## src/rtl/player_controller.sv

```systemverilog
// Player sprite controller: synchronized buttons, frame-rate movement with
// screen clamping, and a three-phase attack sequence counted in frames.
module player_controller #(
    parameter logic [9:0] X_INIT  = 10'd100,
    parameter logic [9:0] Y_INIT  = 10'd200,
    parameter logic [9:0] SPEED   = 10'd3,
    parameter logic [9:0] X_MAX   = 10'd576,
    parameter int         STARTUP = 5,
    parameter int         ACTIVE  = 2,
    parameter int         RECOVER = 16
) (
    input  logic       clk,
    input  logic       rst_n,
    input  logic       frame_tick,
    input  logic       btn_left,
    input  logic       btn_right,
    input  logic       btn_attack,
    output logic [9:0] x_pos,
    output logic [9:0] y_pos,
    output logic [2:0] state,
    output logic       attacking,
    output logic [4:0] attack_frame
);

    typedef enum logic [2:0] {
        IDLE        = 3'd0,
        MOVE_L      = 3'd1,
        MOVE_R      = 3'd2,
        ATK_START   = 3'd4,
        ATK_ACTIVE  = 3'd5,
        ATK_RECOVER = 3'd6
    } state_t;

    localparam logic [5:0] END_START   = 6'(STARTUP + 1);
    localparam logic [5:0] END_ACTIVE  = 6'(STARTUP + ACTIVE + 1);
    localparam logic [5:0] END_RECOVER = 6'(STARTUP + ACTIVE + RECOVER + 1);

    state_t     st, st_nxt;
    logic [9:0] x_nxt;
    logic [4:0] af_nxt;
    logic [2:0] sync1, sync2;   // {attack, right, left}
    logic       atk_prev;
    logic       left, right, atk_req;
    logic [5:0] af_inc;
    logic [10:0] x_sum;

    always_ff @(posedge clk or negedge rst_n) begin
        if (!rst_n) begin
            sync1 <= '0;
            sync2 <= '0;
        end else begin
            sync1 <= {btn_attack, btn_right, btn_left};
            sync2 <= sync1;
        end
    end

    // Edge detection is per frame, so the previous level is sampled only on ticks
    always_ff @(posedge clk or negedge rst_n) begin
        if (!rst_n)
            atk_prev <= 1'b0;
        else if (frame_tick)
            atk_prev <= sync2[2];
    end

    assign left    = sync2[0];
    assign right   = sync2[1];
    assign atk_req = sync2[2] & ~atk_prev;
    assign af_inc  = {1'b0, attack_frame} + 6'd1;
    assign x_sum   = {1'b0, x_pos} + {1'b0, SPEED};

    always_comb begin
        st_nxt = st;
        x_nxt  = x_pos;
        af_nxt = attack_frame;
        case (st)
            IDLE, MOVE_L, MOVE_R: begin
                if (atk_req) begin
                    st_nxt = ATK_START;
                    af_nxt = 5'd1;
                end else if (left && !right) begin
                    st_nxt = MOVE_L;
                    x_nxt  = (x_pos < SPEED) ? 10'd0 : x_pos - SPEED;
                end else if (right && !left) begin
                    st_nxt = MOVE_R;
                    x_nxt  = (x_sum > {1'b0, X_MAX}) ? X_MAX : x_sum[9:0];
                end else begin
                    st_nxt = IDLE;
                end
            end
            ATK_START: begin
                af_nxt = af_inc[4:0];
                if (af_inc == END_START) st_nxt = ATK_ACTIVE;
            end
            ATK_ACTIVE: begin
                af_nxt = af_inc[4:0];
                if (af_inc == END_ACTIVE) st_nxt = ATK_RECOVER;
            end
            ATK_RECOVER: begin
                if (af_inc == END_RECOVER) begin
                    st_nxt = IDLE;
                    af_nxt = 5'd0;
                end else begin
                    af_nxt = af_inc[4:0];
                end
            end
            default: begin
                st_nxt = IDLE;
                af_nxt = 5'd0;
            end
        endcase
    end

    always_ff @(posedge clk or negedge rst_n) begin
        if (!rst_n) begin
            st           <= IDLE;
            x_pos        <= X_INIT;
            attack_frame <= 5'd0;
        end else if (frame_tick) begin
            st           <= st_nxt;
            x_pos        <= x_nxt;
            attack_frame <= af_nxt;
        end
    end

    assign state     = st;
    assign attacking = (st == ATK_START) || (st == ATK_ACTIVE) || (st == ATK_RECOVER);
    assign y_pos     = Y_INIT;

endmodule

```

## config.mk

```make
export PLATFORM = sky130hd
export DESIGN_NAME = player_controller
export DESIGN_NICKNAME = d
export VERILOG_FILES = /design/src/rtl/player_controller.sv
export SDC_FILE = /design/constraint.sdc
export NUM_CORES = 1
export LEC_CHECK = 0
export ABC_AREA = 1
export BUFFER_PORTS_ARGS = -buffer_cell sky130_fd_sc_hd__clkbuf_2
export CORE_MARGIN = 8
export CORE_UTILIZATION = 50
export DETAILED_ROUTE_END_ITERATION = 10
export HOLD_SLACK_MARGIN = 0.12
export PLACE_DENSITY = 0.75
export REMOVE_ABC_BUFFERS = 1
export SYNTH_ARGS = -nofsm -noshare
export SYNTH_HDL_FRONTEND = slang
export SYNTH_SLANG_ARGS = --single-unit
```

## constraint.sdc

```tcl
create_clock -name clk -period 1.9 [get_ports clk]
set_clock_uncertainty 0.1 [all_clocks]
set_input_delay 0.095 -clock clk [delete_from_list [all_inputs] [get_ports clk]]
set_output_delay 0.095 -clock clk [all_outputs]
set_load 0.05 [all_outputs]
```

Word-level counts from Yosys, hierarchy flattened. Index checks and enable logic that the tools add are counted.

Flip-flop bits (word level): 25. Output and inout bits: 29. Bits of input ports: 6. Word-level logic and storage cells: 53.

Reductions and logical operators: 13. Magnitude comparators: 2. Equal/unequal tests: 12. Add/sub/neg operators: 3. Bitwise logic cells: 3. Muxes and demuxes: 14.

Operators by type and width (count): $mux W10 (4); $pmux W5 S3 (1); $mux W3 (4); $pmux W3 S4 (1); $add A10 B2 Y11 const B (1); $gt A11 B10 Y1 const B (1); $lt A10 B2 Y1 const B (1); $mux W5 (2); $sub A10 B2 Y10 const B (1); $eq A3 B3 Y1 const B (3); $ne A2 B2 Y1 const B (4); $reduce_and A4 Y1 (2); $add A5 B1 Y6 const B (1); $eq A6 B3 Y1 const B (1); $eq A6 B4 Y1 const B (1); $eq A6 B5 Y1 const B (1); $mux W2 (2); $eq A3 B1 Y1 const B (1); $eq A3 B2 Y1 const B (1); $logic_not A3 Y1 (1); $reduce_or A3 Y1 (1); $logic_and A1 B1 Y1 (2); $logic_not A1 Y1 (2); $logic_or A1 B1 Y1 (2); 5 further kinds (6).

Logic depth before layout (Yosys ltp).
Depth after elaboration: 6. Gate-level depth with buffers: 13. Gate-level depth less buffers: 13.

Least setup slack after synthesis. No wires, ideal clock.

Path type: register to register. Start: register attack_frame[0]. End: register st[0], in the netlist state[0]. Data arrival time: 1884 ps. Stages on the path, launching flop included: 11. Path buffers: 0. Required time: 1680 ps. Clock period less this slack: 2104 ps. Slack: -204 ps. Library setup time: 120 ps. Cell sequence: dfrtp_1 > ha_1 > nand2_1 > nor2_2 > xor2_1 > nor2_1 > nand3_1 > a21oi_1 > nand2_2 > nand2_1 > nand2_1.

Cells in the longest elaborated chain, start to end: 4. Elaborated cells on any way between the ends: 8. Those cells by class: 1 x add/sub; 6 x eq/ne; 1 x reduce/logical.

Ends and longest elaborated chain: start: declaration (line 22) `output logic [4:0] attack_frame`; start signal: assignment (line 121) `attack_frame <= af_nxt;`; $add A5 B1 Y6 (*) (line 68) `assign af_inc = {1'b0, attack_frame} + 6'd1;`; $eq A6 B5 Y1, or another cell as far along (line 99) `if (af_inc == END_RECOVER) begin`; $ne A2 B2 Y1 (no line); $reduce_and A4 Y1 (no line) (*); end signal: assignment (line 119) `st <= st_nxt;`; end: declaration (line 38) `state_t st, st_nxt;`.

Mark *: on every way between the ends. The rest lies on a longest branch, timed or not. A chain may end at the register's enable or synchronous reset.

Worst setup path in the final report.
Start: register x_pos[2]. End: register x_pos[0].

Cells in the longest elaborated chain, start to end: 5. Elaborated cells on any way between the ends: 7. Those cells by class: 1 x add/sub; 2 x order compare; 4 x mux.

Ends and longest elaborated chain: start: declaration (line 18) `output logic [9:0] x_pos,`; start signal: assignment (line 120) `x_pos <= x_nxt;`; $add A10 B2 Y11 (line 69) `assign x_sum = {1'b0, x_pos} + {1'b0, SPEED};`; $gt A11 B10 Y1 (line 85) `x_nxt = (x_sum > {1'b0, X_MAX}) ? X_MAX : x_sum[9:0];`; $mux W10 (line 85); $mux W10 (line 83) `end else if (right && !left) begin`; $mux W10 (*) (line 80) `end else if (left && !right) begin`.

Mark *: on every way between the ends. The rest lies on a longest branch, timed or not. The select of a mux whose other input is x is not followed.

==> results.json <==
{
  "synth-simple-area-share_pct": 29.0,
  "cp_max_fo": 6,
  "viasPerCell": 5.03,
  "area_delta_synth_final_pct": 26.2,
  "dr.pass1.iters": 4,
  "root_buffer": "clkbuf_8",
  "finalCritPeriodShare_pct": 94.8,
  "gp_congestion": 0.902,
  "top_usage_layer": "met2",
  "powerDensity_nw_per_um2": 1680,
  "relSlewSlack_pct": 58.5,
  "start_kind": "register",
  "rows": 22,
  "grt_usage_pct": 14.5,
  "drv_cap": 0,
  "antenna_found_initial": 0,
  "setup_viol": 0,
  "yosysWarnings": 0,
  "die_height_um": 76.6,
  "yosysSeqAreaShare_pct": 34.3,
  "antenna_cells": 0,
  "synth_cells": 264,
  "first_iter_violations": 84,
  "grt_pass1_vias": 1661,
  "crit_arrival_ns": 1.86,
  "worst_ir_drop_vdd_mv": 0.907,
  "grt-ovfl-total": 0,
  "period_minus_slack_ns": 1.80,
  "finalMaxSlewViolations": 0,
  "netlist_area_um2": 1840,
  "fmax_ghz": 0.555,
  "cts_num_sinks": 25,
  "drc": 0,
  "clock_latency_ns": 0.27,
  "nNetsFinal": 325,
  "hold_class": "register to register",
  "worstSetupPathType": "register to register",
  "final_cell_mix": "nand2_1, inv_1, nor2_1, clkbuf_2, dfrtp_1",
  "route.vias.total": 1806,
  "wl_per_cell_um": 12.4,
  "dieArea_um2": 5870,
  "tritoncts": "done",
  "synth_xor_area_share_pct": 4.29,
  "grt_setup_unrepaired": "yes",
  "ys_types": 29,
  "grt_pass1_wl_mm": 7.16,
  "use_met1_pct": 16.2,
  "synthMuxAreaShare_pct": 0,
  "io_buffers": 24,
  "final_common_cell": "nand2_1",
  "power_leakage_nw": 1.20,
  "ant_nets": 0,
  "start_util_pct": 50.9,
  "dieWidth_um": 76.6,
  "synth.avg_cell_area_um2": 6.95,
  "outcome": "complete, no violations",
  "numCtsBuffers": 3,
  "dp_hpwl_mm": 3.26,
  "ys_ff_latch": 25,
  "ios": 35,
  "yosysTopAreaCell": "dfrtp_1",
  "grt_max_degree": 26,
  "yosys.area_share.adder_pct": 4.77,
  "synth_area_leaders": "dfrtp_1, nand2_1, inv_1",
  "end_kind": "register",
  "synth_top_area_share_pct": 30.0,
  "whs_ns": 0.253,
  "required_ns": 1.96,
  "wirelength_mm": 4.46,
  "fin_ws_ns": 0.0982,
  "post-place-ws_ns": 0.0104,
  "clk_pin_slew_ns": 0.08,
  "tightest_slew_ns": 0.622,
  "fp.coreArea_um2": 3610,
  "hold_viol": 0,
  "gr-usage-met2_pct": 25.4,
  "synth_top_family_by_area": "simple AND/OR/NAND/NOR gates",
  "grt_util_met3_pct": 3.30,
  "htree_levels": 1,
  "synth_compound_gate_area_share_pct": 13.5,
  "drive_above_1_share_pct": 30.2,
  "clockBufferDepth": 2
}
[repair_timing]
item / 4_1_cts / 5_1_grt
hold endpoints to repair: 28 / 0
gates resized for setup: 1 / 32
pin swaps: 0 / 11
hold buffers: 5 / 0
buffers inserted: 0 / 4
setup endpoints to repair: 2 / 14
[layout make-up]
class	count	area, um2
Fill cell	317	1290
Multi-Input combinational cell	194	1100
Sequential cell	25	632
Timing Repair Buffer	49	333
Inverter	39	146
Tap cell	48	60.1
Clock buffer	3	41.3
Clock inverter	1	5.00
[Yosys cell counts, drive strengths merged]
library cell / instances
inv: 39
conb: 2
nand4: 4
dfrtp: 22
ha: 7
o22ai: 1
nand2: 62
nor3: 4
clkbuf: 1
a21oi: 22
nor2: 35
xor2: 8
o21a: 1
xnor2: 1
o21bai: 1
a22oi: 1
nand3: 20
buf: 13
o31ai: 2
dfstp: 3
o21ai: 15
[final timing paths]
| path | endpoint | depth (start not counted) | slack, ns | start |
|---|---|---|---|---|
| max in group asynchronous | x_pos[4]$_DFFE_PN0P_ | 2 | 1.00 | rst_n |
| min in group asynchronous | attack_frame[4]$_DFFE_PN0P_ | 2 | 0.26 | rst_n |
| max | x_pos[0]$_DFFE_PN0P_ | 9 | 0.1 | x_pos[2]$_DFFE_PN1P_ |
| min reg2reg | sync2[1]$_DFF_PN0_ | 0 | 0.25 | sync1[1]$_DFF_PN0_ |
| max reg2reg | x_pos[0]$_DFFE_PN0P_ | 9 | 0.1 | x_pos[2]$_DFFE_PN1P_ |
| min | sync2[1]$_DFF_PN0_ | 0 | 0.25 | sync1[1]$_DFF_PN0_ |
[per-stage QoR]
| step | setup TNS, ns | instances | util (%) | total power [mW] | instance area [um2] |
|---|---|---|---|---|---|
| 2_1_floorplan | -2.29 | 258 | - | 2.63 | 1760 |
| 3_3_place_gp | 0 | 346 | 57.5 | 3.24 | 2070 |
| 3_5_place_dp | 0 | 346 | 57.5 | 3.26 | 2070 |
| 4_1_cts | 0 | 355 | 60.2 | 3.61 | 2170 |
| 5_1_grt | -0.213 | 359 | 64.2 | 4.21 | 2320 |
| 6_report | 0 | 359 | 64.2 | 3.88 | 2320 |
[power by group]
group / internal, mW / switching [mW]
registers: 0.718 / 0.252
clock network: 0.147 / 0.165
logic: 0.860 / 1.74
[sequential cells by signal, indices dropped and copies added, names as in the netlist]
register / cells
atk_prev: 1
attack_frame: 5
state: 3
sync1: 3
sync2: 3
x_pos: 10
[worst max-delay path, stage by stage (launching register included)]
cell and delay [ns]:
dfstp_2 0.60, inv_1 0.10, nor2_2 0.15, nand3_2 0.12, o21ai_0 0.16, nand2_1 0.08
nor2_1 0.12, nand2_1 0.11, nand2_1 0.07, o21ai_0 0.07
[cell families after synthesis]
kind of cell	count (synthesis)
simple gates	125
buf+inv	53
compound gates	43
flops	25
xor+xnor	9
fa+ha+maj	7
other cells	2
[per-layer routing]
layer  part of all wire, %  vias up
met3                   3.7        7
met5                     0        -
met4                   1.7        0
met1                    42      862
met2                    52       29
li1                      -      908
No activity file was read; power rests on OpenSTA's default activity.
